File: src/rtl/river_l1_mem_arbiter.sv
// Two-client (dcache = path 0, icache = path 1) arbiter in front of the River ACE bridge.
// One outstanding transaction; round-robin tie-break; responses routed back by latched path.
module river_l1_mem_arbiter #(
    parameter int ADDR_BITS = 48,
    parameter int LINE_BITS = 256,
    parameter int STRB_BITS = LINE_BITS / 8
) (
    input  logic                 i_clk,
    input  logic                 i_rst,
    // dcache client
    input  logic                 i_c0_req_valid,
    output logic                 o_c0_req_ready,
    input  logic [2:0]           i_c0_req_type,
    input  logic [ADDR_BITS-1:0] i_c0_req_addr,
    input  logic [LINE_BITS-1:0] i_c0_req_wdata,
    input  logic [STRB_BITS-1:0] i_c0_req_wstrb,
    input  logic [2:0]           i_c0_req_size,
    input  logic [2:0]           i_c0_req_prot,
    output logic                 o_c0_resp_valid,
    output logic [LINE_BITS-1:0] o_c0_resp_data,
    output logic                 o_c0_resp_fault,
    // icache client
    input  logic                 i_c1_req_valid,
    output logic                 o_c1_req_ready,
    input  logic [2:0]           i_c1_req_type,
    input  logic [ADDR_BITS-1:0] i_c1_req_addr,
    input  logic [LINE_BITS-1:0] i_c1_req_wdata,
    input  logic [STRB_BITS-1:0] i_c1_req_wstrb,
    input  logic [2:0]           i_c1_req_size,
    input  logic [2:0]           i_c1_req_prot,
    output logic                 o_c1_resp_valid,
    output logic [LINE_BITS-1:0] o_c1_resp_data,
    output logic                 o_c1_resp_fault,
    // bridge side
    output logic                 o_req_valid,
    input  logic                 i_req_ready,
    output logic                 o_req_path,
    output logic [2:0]           o_req_type,
    output logic [ADDR_BITS-1:0] o_req_addr,
    output logic [LINE_BITS-1:0] o_req_wdata,
    output logic [STRB_BITS-1:0] o_req_wstrb,
    output logic [2:0]           o_req_size,
    output logic [2:0]           o_req_prot,
    input  logic                 i_resp_valid,
    input  logic [LINE_BITS-1:0] i_resp_data,
    input  logic                 i_resp_fault
);

    typedef enum logic [1:0] {
        IDLE = 2'd0,
        REQ  = 2'd1,
        RESP = 2'd2
    } state_t;

    state_t state, state_next;
    logic   pri;
    logic   grant0, grant1;
    logic   accept, winner;

    // Readies are held low while reset is asserted so nothing is granted mid-reset.
    always_comb begin
        grant0 = 1'b0;
        grant1 = 1'b0;
        if (state == IDLE && !i_rst) begin
            if (i_c0_req_valid && i_c1_req_valid) begin
                grant0 = ~pri;
                grant1 = pri;
            end else begin
                grant0 = i_c0_req_valid;
                grant1 = i_c1_req_valid;
            end
        end
    end

    assign accept = grant0 | grant1;
    assign winner = grant1;

    assign o_c0_req_ready = grant0;
    assign o_c1_req_ready = grant1;

    always_comb begin
        state_next = state;
        case (state)
            IDLE:    if (accept)       state_next = REQ;
            REQ:     if (i_req_ready)  state_next = RESP;
            RESP:    if (i_resp_valid) state_next = IDLE;
            default:                   state_next = IDLE;
        endcase
    end

    always_ff @(posedge i_clk) begin
        if (i_rst) begin
            state       <= IDLE;
            pri         <= 1'b0;
            o_req_path  <= 1'b0;
            o_req_type  <= '0;
            o_req_addr  <= '0;
            o_req_wdata <= '0;
            o_req_wstrb <= '0;
            o_req_size  <= '0;
            o_req_prot  <= '0;
        end else begin
            state <= state_next;
            if (accept) begin
                pri         <= ~winner;
                o_req_path  <= winner;
                o_req_type  <= winner ? i_c1_req_type  : i_c0_req_type;
                o_req_addr  <= winner ? i_c1_req_addr  : i_c0_req_addr;
                o_req_wdata <= winner ? i_c1_req_wdata : i_c0_req_wdata;
                o_req_wstrb <= winner ? i_c1_req_wstrb : i_c0_req_wstrb;
                o_req_size  <= winner ? i_c1_req_size  : i_c0_req_size;
                o_req_prot  <= winner ? i_c1_req_prot  : i_c0_req_prot;
            end
        end
    end

    assign o_req_valid = (state == REQ);

    assign o_c0_resp_valid = (state == RESP) && i_resp_valid && !i_rst && !o_req_path;
    assign o_c1_resp_valid = (state == RESP) && i_resp_valid && !i_rst &&  o_req_path;

    assign o_c0_resp_data  = i_resp_data;
    assign o_c1_resp_data  = i_resp_data;
    assign o_c0_resp_fault = i_resp_fault;
    assign o_c1_resp_fault = i_resp_fault;

endmodule

File: config.mk
export PLATFORM = sky130hd
export DESIGN_NAME = river_l1_mem_arbiter
export DESIGN_NICKNAME = d
export VERILOG_FILES = /design/src/rtl/river_l1_mem_arbiter.sv
export SDC_FILE = /design/constraint.sdc
export NUM_CORES = 1
export LEC_CHECK = 0
export ABC_AREA = 1
export ABC_CLOCK_PERIOD_IN_PS = 1500
export BUFFER_PORTS_ARGS = -buffer_cell sky130_fd_sc_hd__buf_2
export CAP_MARGIN = 0
export CORE_AREA = 8 8 709 711
export CTS_CLUSTER_SIZE = 25
export DETAILED_ROUTE_END_ITERATION = 7
export DIE_AREA = 0 0 717 719
export PLACE_DENSITY_LB_ADDON = 0.2
export SLEW_MARGIN = 20
export SYNTH_ARGS = -nofsm -noshare
export SYNTH_HDL_FRONTEND = slang
export SYNTH_SLANG_ARGS = --single-unit
File: constraint.sdc
create_clock -name i_clk -period 1.5 [get_ports i_clk]
set_input_delay 0.075 -clock i_clk [delete_from_list [all_inputs] [get_ports i_clk]]
set_output_delay 0.075 -clock i_clk [all_outputs]
set_load 0.03 [all_outputs]
# After elaboration in Yosys (flattened, before gate mapping)
# Cells that the tools add are included.
# totals
register_bits,349
inputBits,953
output_inout_bits,865
word_cells,41
# op_classes
eq_ne,5
n_mux,14
bitwise_logic,3
reduce_logical,10
# ops
operator,count
256-bit two-way mux,1
48-bit two-way mux,1
32-bit two-way mux,1
3-bit two-way mux,3
1-bit logical AND,6
2-bit two-way mux,3
2-bit one-hot mux with 3 select lines,1
1-bit two-way mux,4
2-bit inequality test (second input constant),2
3-bit AND reduction,1
2-bit by 1-bit == test with 1-bit output (second input constant),1
2-bit == test (second input constant),1
1-bit zero test,2
2-bit zero test,1
2-bit by 1-bit inequality test with 1-bit output (second input constant),1
1-bit inverter,2
1-bit OR,1

# Logic depth before layout (Yosys ltp)
# Gate-level depths: netlist of the first run.
# depth
ltp_word,6
mapped_depth,10
depth_no_buf,8

# Worst setup path after synthesis of the first run
# Ideal clock, no wire load.
# synth_timing
kind,reg2reg
start,reg state[0]
end,reg pri
setup_time_ns,0.064
arrival_ns,1.337
t_required_ns,1.436
path_slack_ns,0.099
stages_incl_launch_ff,10
n_path_buf,2
period_less_slack_ns,1.401
cell_sequence,dfxtp_1 inv_1 nand2_1 nor2_2 buf_6 buf_2 nand2_1 inv_1 a21oi_1 nor2_1
# synth_via
elab_chain_len,4
elab_cells_between_ends,6
cone_classes,mux: 2; bitwise: 2; reduce/logical: 2
# synth_rtl
item,line_no,text
from (decl),55,"state_t state, state_next;"
from (signal assigned),103,state <= state_next;
2-bit zero test,64,if (state == IDLE && !i_rst) begin
1-bit logical AND,64,
1-bit two-way mux,64,
via o_c0_req_ready,12,"output logic o_c0_req_ready,"
1-bit OR,75,assign accept = grant0 | grant1;
to (signal assigned),105,pri <= ~winner;
to (decl),56,logic pri;
# The timed path passes the listed nets, and every way through them passes these cells.
# A chain may end at the register's enable or synchronous reset.

# Worst setup path in the final report of the first run
# layout_timing
start,reg pri
end,out o_c1_req_ready
# layout_via
elab_chain_len,2
# layout_rtl
item,line_no,text
1-bit two-way mux,65,if (i_c0_req_valid && i_c1_req_valid) begin
1-bit two-way mux,64,
to (decl),24,"output logic o_c1_req_ready,"
# Every way passes these cells.

==> flow_summary_export.csv, run 1 <==
group,metric,value,unit
status,outcome,"finished with violations",
status,failing_checks,"setup timing",
synthesis,synth-xor-area-share,0,
timing,final_critical_path_setup_slack,-0.425,ns
finish,final_cells,11400,
clock_network,ctsLongestPathBuffers,3,
setup_path,worstSetupEndpointType,"primary output",
timing,finalSetupViolCount,351,
finish,mostFrequentLayoutCells,"746 x buf_2, 693 x dlygate4sd3_1, 637 x nand3_2, 408 x nand3_1, 370 x inv_1",
synthesis,post-synth-top-area-fraction,0.318,
route,detailedRoute.firstIterationViolations,1371,
grt,total_gr_overflow,0,
synthesis,syn-instance-count,3293,
synthesis,main_combinational_cell_family_by_area_after_synthesis,"simple AND/OR/NAND/NOR gates",
clock_network,cts.sinks,349,
synthesis,complex_gate_fraction_of_the_synthesized_area,0.00177,
clock_network,clock_tree.htree_level_count,2,
synthesis,synth.area.top_cells,"dfxtp_1 32%, nand3_1 31%, buf_4 18%",
clock_network,clock_insertion_delay_worst_skew,0.75,ns
setup_path,reg2reg_setup_slack,-0.39,ns
die,die-area,516000,sq um
route,drtAntennaViolNets,0,
grt,largest_net_degree_at_the_start_of_global_routing,57,
min_path,hold-path-cell-count,0,
power,post-layout-total-power,42.7,mW
timing,skew,0.0513,ns
route,vias,29400,
power,power.leakage,24.8,nW
die,core-area,492000,sq um
placement,place.gp.congestion,0.805,
finish,nNetsFinal,5757,
power,p_int,26.1,mW
die,rows,258,
timing,finalCritPeriodShare,1.28,
power,power-per-cell-area,746,nW/um^2
min_path,worst_hold_path_type,"input port to primary output",
clock_network,tritoncts,"built",
grt,first_global_vias,30600,
power,p_comb_frac,0.414,
clock_network,path_clk_slew,0.05,ns
clock_network,cts_inserted_buffers,56,
setup_path,worstPathArrival,1.85,ns
setup_path,setup.worst_path.class,"flop to primary output",
power,sequentialPowerShare,0.252,
timing,final_period_minus_worst_setup_slack,1.92,ns
finish,post-route-cell-area,57200,sq um
timing,finalHoldViolCount,0,
setup_path,worst_ep_required_time,1.42,ns
synthesis,ys.warnings.count,0,
grt,grt_pass1_wl,349,mm
synthesis,syn_area,22000,sq um
min_path,whs_endpoint,"o_c1_resp_data[254]",
route,postRouteWirelength,293,mm
synthesis,synth.ff_latch_count,349,
placement,buffer_ports.inserted,1046,
route,drtPass1Iterations,5,
timing,worst_tran_pin_value,0.611,ns
finish,postLayoutCoreUtil,0.116,
die,die_w,717,um
route,post_drt_wl_per_cell,25.8,um
synthesis,synth_simple_gate_area_frac,0.379,
die,die_h,719,um
finish,area_growth_syn_to_layout,160,%
finish,share_of_cells_above_drive_strength_1,0.582,
clock_network,ctsRootBufferMaster,"clkbuf_16",
route,vias_per_cell,2.59,
timing,timing.hold.ws,0.150,ns
timing,count_of_final_max_slew_check_failures,0,
timing,max_freq,0.519,GHz
synthesis,synth.largest_area_cell,"dfxtp_1",
setup_path,reg2reg_to,"o_req_wdata[230]$_SDFFE_PP0P_",
grt,grt_util_all_layers,0.104,
synthesis,syn-mean-instance-area,6.67,sq um
placement,dpl-instance-area,33300,sq um
min_path,timing.hold.worst.start,"i_resp_data[254]",
setup_path,crit_start,"pri$_SDFFE_PP0P_",
setup_path,crit-reg2reg-launch,"state[1]$_SDFFE_PP0P_",
grt,antenna_found_initial,20,
power,power.ir.vdd_worst,0.00103,V
job,max_cap_viol_count,0,
setup_path,timing.critical_path.fanout_max,2,
placement,post_place_cells,10300,
power,power_switching_share,0.388,
synthesis,synthDistinctLibCells,19,
synthesis,synth_adder_area_share,0,
synthesis,mappedNetlistNets,4246,
timing,rsz_0062_raised_after_global_routing,"true",
route,route.detailed.drc,0,
synthesis,synth_sequential_area_ratio,0.318,
power,p_clk_frac,0.334,
timing,slew-limit-headroom,0.593,
die,top_level_ports,1818,
placement,hpwl,234,mm
setup_path,worstSetupStartpointType,"flop",
setup_path,count_of_cells_along_the_worst_register_to_register_path,14,
synthesis,multiplexer_fraction_of_the_synthesized_cell_area,0,
finish,layout.cells.most_common,"buf_2",
die,initial_utilization,0.0447,
power,power.net_switching,16.6,mW
==> sequential cells by signal, indices dropped and copies added (netlist names) <==
signal / cells
o_req_path: 1
pri: 1
o_req_size: 3
o_req_addr: 48
o_req_type: 3
o_req_wdata: 256
o_req_prot: 3
state: 2
o_req_wstrb: 32
==> power groups by stage <==
stage,Sequential [mW],Clock (mW),Combinational [mW]
3_3_place_gp,10.8,0,10.4
4_1_cts,10.6,15.1,14.2
5_1_grt,10.8,15.3,18.7
3_5_place_dp,10.8,0,10.3
6_report,10.8,14.2,17.7
2_1_floorplan,11.8,0,5.56
==> through the flow <==
stage               setup TNS [ns]  setup slack [ns]
floorplan                        0            0.0990
global placement            -76.29            -0.513
detailed placement          -69.36            -0.453
CTS                        -152.61            -0.595
global route               -119.52            -0.580
finish                      -91.06            -0.425
==> per-layer routing <==
layer,part of all wire,wire [um],GRT usage,up-vias
met5,0.0032,949,0.00934,-
met4,0.043,12600,0.0342,28
met3,0.17,48400,0.0760,400
met2,0.46,134000,0.169,1601
met1,0.33,96800,0.103,14000
li1,-,-,-,13400
==> worst max path at each step <==
stage / endpoint / depth (start not counted)
after floorplan: pri$_SDFFE_PP0P_ / 9
after global placement: o_req_wdata[164]$_SDFFE_PP0P_ / 8
after detailed placement: o_req_type[2]$_SDFFE_PP0P_ / 10
after CTS: o_c1_req_ready / 9
after global routing: o_c1_req_ready / 9
final: o_c1_req_ready / 8
==> logic make-up after synthesis <==
family / Yosys count
compound gates: 6
buf+inv: 1175
flops: 349
simple gates: 1763
==> cells in the mapped netlist <==
library cell	instances
inv_2	2
dfxtp_1	349
a21boi_1	1
nand2_2	1
clkbuf_1	63
a21oi_1	4
nand3_2	1
buf_6	3
buf_1	12
a21boi_2	1
buf_4	519
nand4_1	1
nand3b_1	1
nor2_1	7
nand2_1	391
nand3_1	1360
inv_1	393
nor2_2	1
buf_2	183
==> worst max-delay path, cell delays in order (launching register included) <==
cell      delay [ns]
dfxtp_2         0.34
inv_2           0.05
a21boi_4        0.17
buf_12          0.14
nand2_4         0.05
buf_6           0.12
buf_8           0.12
inv_4           0.05
buf_6           0.12
==> final cells by class <==
type	instances	area (sq um)
Fill cell	56500	434000
Clock buffer	83	1640
Clock inverter	14	203
Antenna cell	10	25.0
Sequential cell	349	7350
Inverter	395	1500
Tap cell	6500	8130
Timing Repair Buffer	2233	22700
Multi-Input combinational cell	1769	15700
==> what timing repair did <==
action	in CTS	in global routing
endpoints found under the hold margin	349	0
hold buffers	693	0
pin swaps	110	396
resized for setup	576	2202
cloned	42	90
buffers inserted	86	70
setup endpoints to repair	670	625
Power figures use the tool's default switching activity.
==> inputs of run 2 (changes only) <==
- ABC_CLOCK_PERIOD_IN_PS: 1500 -> 1750
- CORE_AREA: 8 8 709 711 -> 8 8 705 707
- DIE_AREA: 0 0 717 719 -> 0 0 713 715
- clock period: 1.5 -> 1.75 ns (I/O delays scaled with it)
==> flow_summary_export.csv, run 2 (synthesized netlist as in run 1, its figures left out) <==
group,metric,value,unit
power,power.ir.vdd_worst,0.000780,V
clock_network,tritoncts,"built",
route,drtPass1Iterations,5,
route,wl_met3,51.1,mm
placement,dp_slack,-0.186,ns
setup_path,timing.critical_path.fanout_max,8,
placement,hpwl,243,mm
timing,worst_tran_pin_value,0.572,ns
grt,total_gr_overflow,0,
setup_path,worstPathCellList,"buf_6 -> a21boi_4 -> buf_4 -> buf_6 -> buf_6 -> buf_12 -> buf_4 -> buf_16 -> clkbuf_16 -> nand3_1 -> nand3_1 -> nand2_1 -> inv_1",
power,p_int,20.3,mW
setup_path,crit_family,"buffers and inverters",
timing,skew,0.0279,ns
setup_path,worst_path_most_repeated_cell,"buf_6",
route,postRouteWirelength,289,mm
clock_network,clock_tree.htree_level_count,2,
grt,largest_net_degree_at_the_start_of_global_routing,61,
power,sequentialPowerShare,0.278,
clock_network,clock_insertion_delay_worst_skew,0.72,ns
status,outcome,"finished with violations",
setup_path,setup.worst_path.class,"flop to flop",
power,p_clk_frac,0.382,
die,rows,256,
clock_network,ctsLongestPathBuffers,3,
timing,timing.setup.tns,-19.45,ns
status,failing_checks,"setup timing",
timing,finalSetupViolCount,285,
route,vias_per_cell,2.52,
clock_network,path_clk_slew,0.06,ns
finish,share_of_cells_above_drive_strength_1,0.378,
setup_path,slowest_delay,0.32,ns
finish,largest_registers_ranked_by_flip_flop_count,"o_req_wdata x256, o_req_addr x48, o_req_wstrb x32",
timing,final_period_minus_worst_setup_slack,1.94,ns
clock_network,ctsRootBufferMaster,"clkbuf_16",
timing,slew-limit-headroom,0.618,
timing,finalHoldViolCount,0,
die,core-area,485000,sq um
power,power.net_switching,12.5,mW
setup_path,cp_slowest_cell,"dfxtp_2",
grt,first_global_vias,29400,
clock_network,cts.sinks,349,
finish,mostFrequentLayoutCells,"1075 x nand3_1, 966 x buf_2, 695 x dlygate4sd3_1, 383 x inv_1, 379 x nand2_1",
setup_path,worstSetupEndpointType,"flop",
power,power-per-cell-area,714,nW/um^2
setup_path,critical_path.n_buffers_inverters,9,
min_path,worst_hold_path_type,"input port to flop",
timing,final_critical_path_setup_slack,-0.188,ns
route,top_layer,"met5",
grt,grt_pass1_wl,350,mm
route,met2_length,133,mm
setup_path,worstPathArrival,2.60,ns
finish,nNetsFinal,5561,
die,die-area,510000,sq um
setup_path,worstSetupStartpointType,"flop",
finish,area_growth_syn_to_layout,109,%
power,power_switching_share,0.380,
route,wl_met1,95.0,mm
finish,number_of_flip_flops_in_the_largest_register,256,
route,post_drt_wl_per_cell,26.0,um
finish,layout.cells.most_common,"nand3_1",
grt,antenna_found_initial,26,
timing,max_freq,0.516,GHz
timing,rsz_0062_raised_after_global_routing,"true",
die,die_w,713,um
timing,count_of_final_max_slew_check_failures,0,
setup_path,worst_ep_required_time,2.41,ns
clock_network,cts_inserted_buffers,55,
placement,place.gp.congestion,0.790,
placement,buffer_ports.inserted,1046,
die,initial_utilization,0.0453,
finish,max_flop_register,"o_req_wdata",
route,route.detailed.drc,0,
route,drtAntennaViolNets,0,
route,detailedRoute.firstIterationViolations,1489,
power,power.leakage,21.0,nW
timing,finalCritPeriodShare,1.11,
grt,grt_util_all_layers,0.106,
die,die_h,715,um
die,top_level_ports,1818,
job,max_cap_viol_count,0,
power,p_comb_frac,0.340,
route,vias,28000,
-- run 2: cell types whose count changed in the layout (fill, tap and decap cells not counted), sizes merged --
cell / delta
buf: -108
bufbuf: -1
bufinv: +4
clkbuf: -92
clkinv: -2
clkinvlp: +1
diode: +7
dlygate4sd3: +2
inv: +2
-- run 2: repair_timing --
action | 4_1_cts | 5_1_grt
pin swaps | 27 | 148
resized for setup | 219 | 472
hold endpoints to repair | 349 | 0
gates cloned | 10 | 29
buffers inserted | 33 | 35
setup endpoints to repair | 108 | 344
hold buffers | 695 | 0
-- run 2: layer usage --
layer | track usage | up-vias
met5 | 0.00915 | -
met4 | 0.0290 | 24
met3 | 0.0885 | 284
met2 | 0.173 | 1577
met1 | 0.0998 | 13200
li1 | - | 12900
-- run 2: worst paths after layout --
kind         cells after the start  slack [ns]                        from                            end
max                             13       -0.19            pri$_SDFFE_PP0P_  o_req_wdata[241]$_SDFFE_PP0P_
min                              7        0.14              i_c1_req_valid    o_req_addr[12]$_SDFFE_PP0P_
max reg2reg                     13       -0.19            pri$_SDFFE_PP0P_  o_req_wdata[241]$_SDFFE_PP0P_
min reg2reg                      4        0.56  o_req_addr[0]$_SDFFE_PP0P_     o_req_addr[0]$_SDFFE_PP0P_
-- run 2: worst reg2reg max path: stages, from the launching register on --
cell       delay, ns
dfxtp_2         0.32
buf_6           0.11
a21boi_4        0.19
buf_4           0.14
buf_6           0.08
buf_6           0.09
buf_12          0.11
buf_4           0.13
buf_16          0.16
clkbuf_16       0.26
nand3_1         0.08
nand3_1         0.09
nand2_1         0.05
inv_1           0.06
-- run 2: layout make-up --
class                   count  area, sq um
fillers                 56900       439000
clock inverters            19          334
repair buffers           2038        16900
well taps                6450         8070
flip-flops and latches    349         7000
inverters                 395         1500
multi-input cells        1769        10500
clock buffers              79         1590
diodes                     17         42.5
-- run 2: stage by stage --
step                area (sq um)  power (mW)  hold slack, ns  std cells    util
floorplan                  22000        14.9           0.157       3293       -
global placement           32400        17.9           0.175      10200  0.0667
detailed placement         32400        17.8           0.175      10200  0.0667
CTS                        42600        32.9         0.00128      11000  0.0879
global route               45900        34.7          0.0743      11100  0.0946
finish                     45900        32.8           0.137      11100  0.0947
-- run 2: power by group through the flow --
stage          clock [mW]  sequential [mW]  combinational [mW]
2_1_floorplan           0             10.1                4.76
3_3_place_gp            0             9.33                8.58
3_5_place_dp            0             9.32                8.50
4_1_cts              13.3             9.17                10.4
5_1_grt              13.5             9.21                12.0
6_report             12.5             9.13                11.2
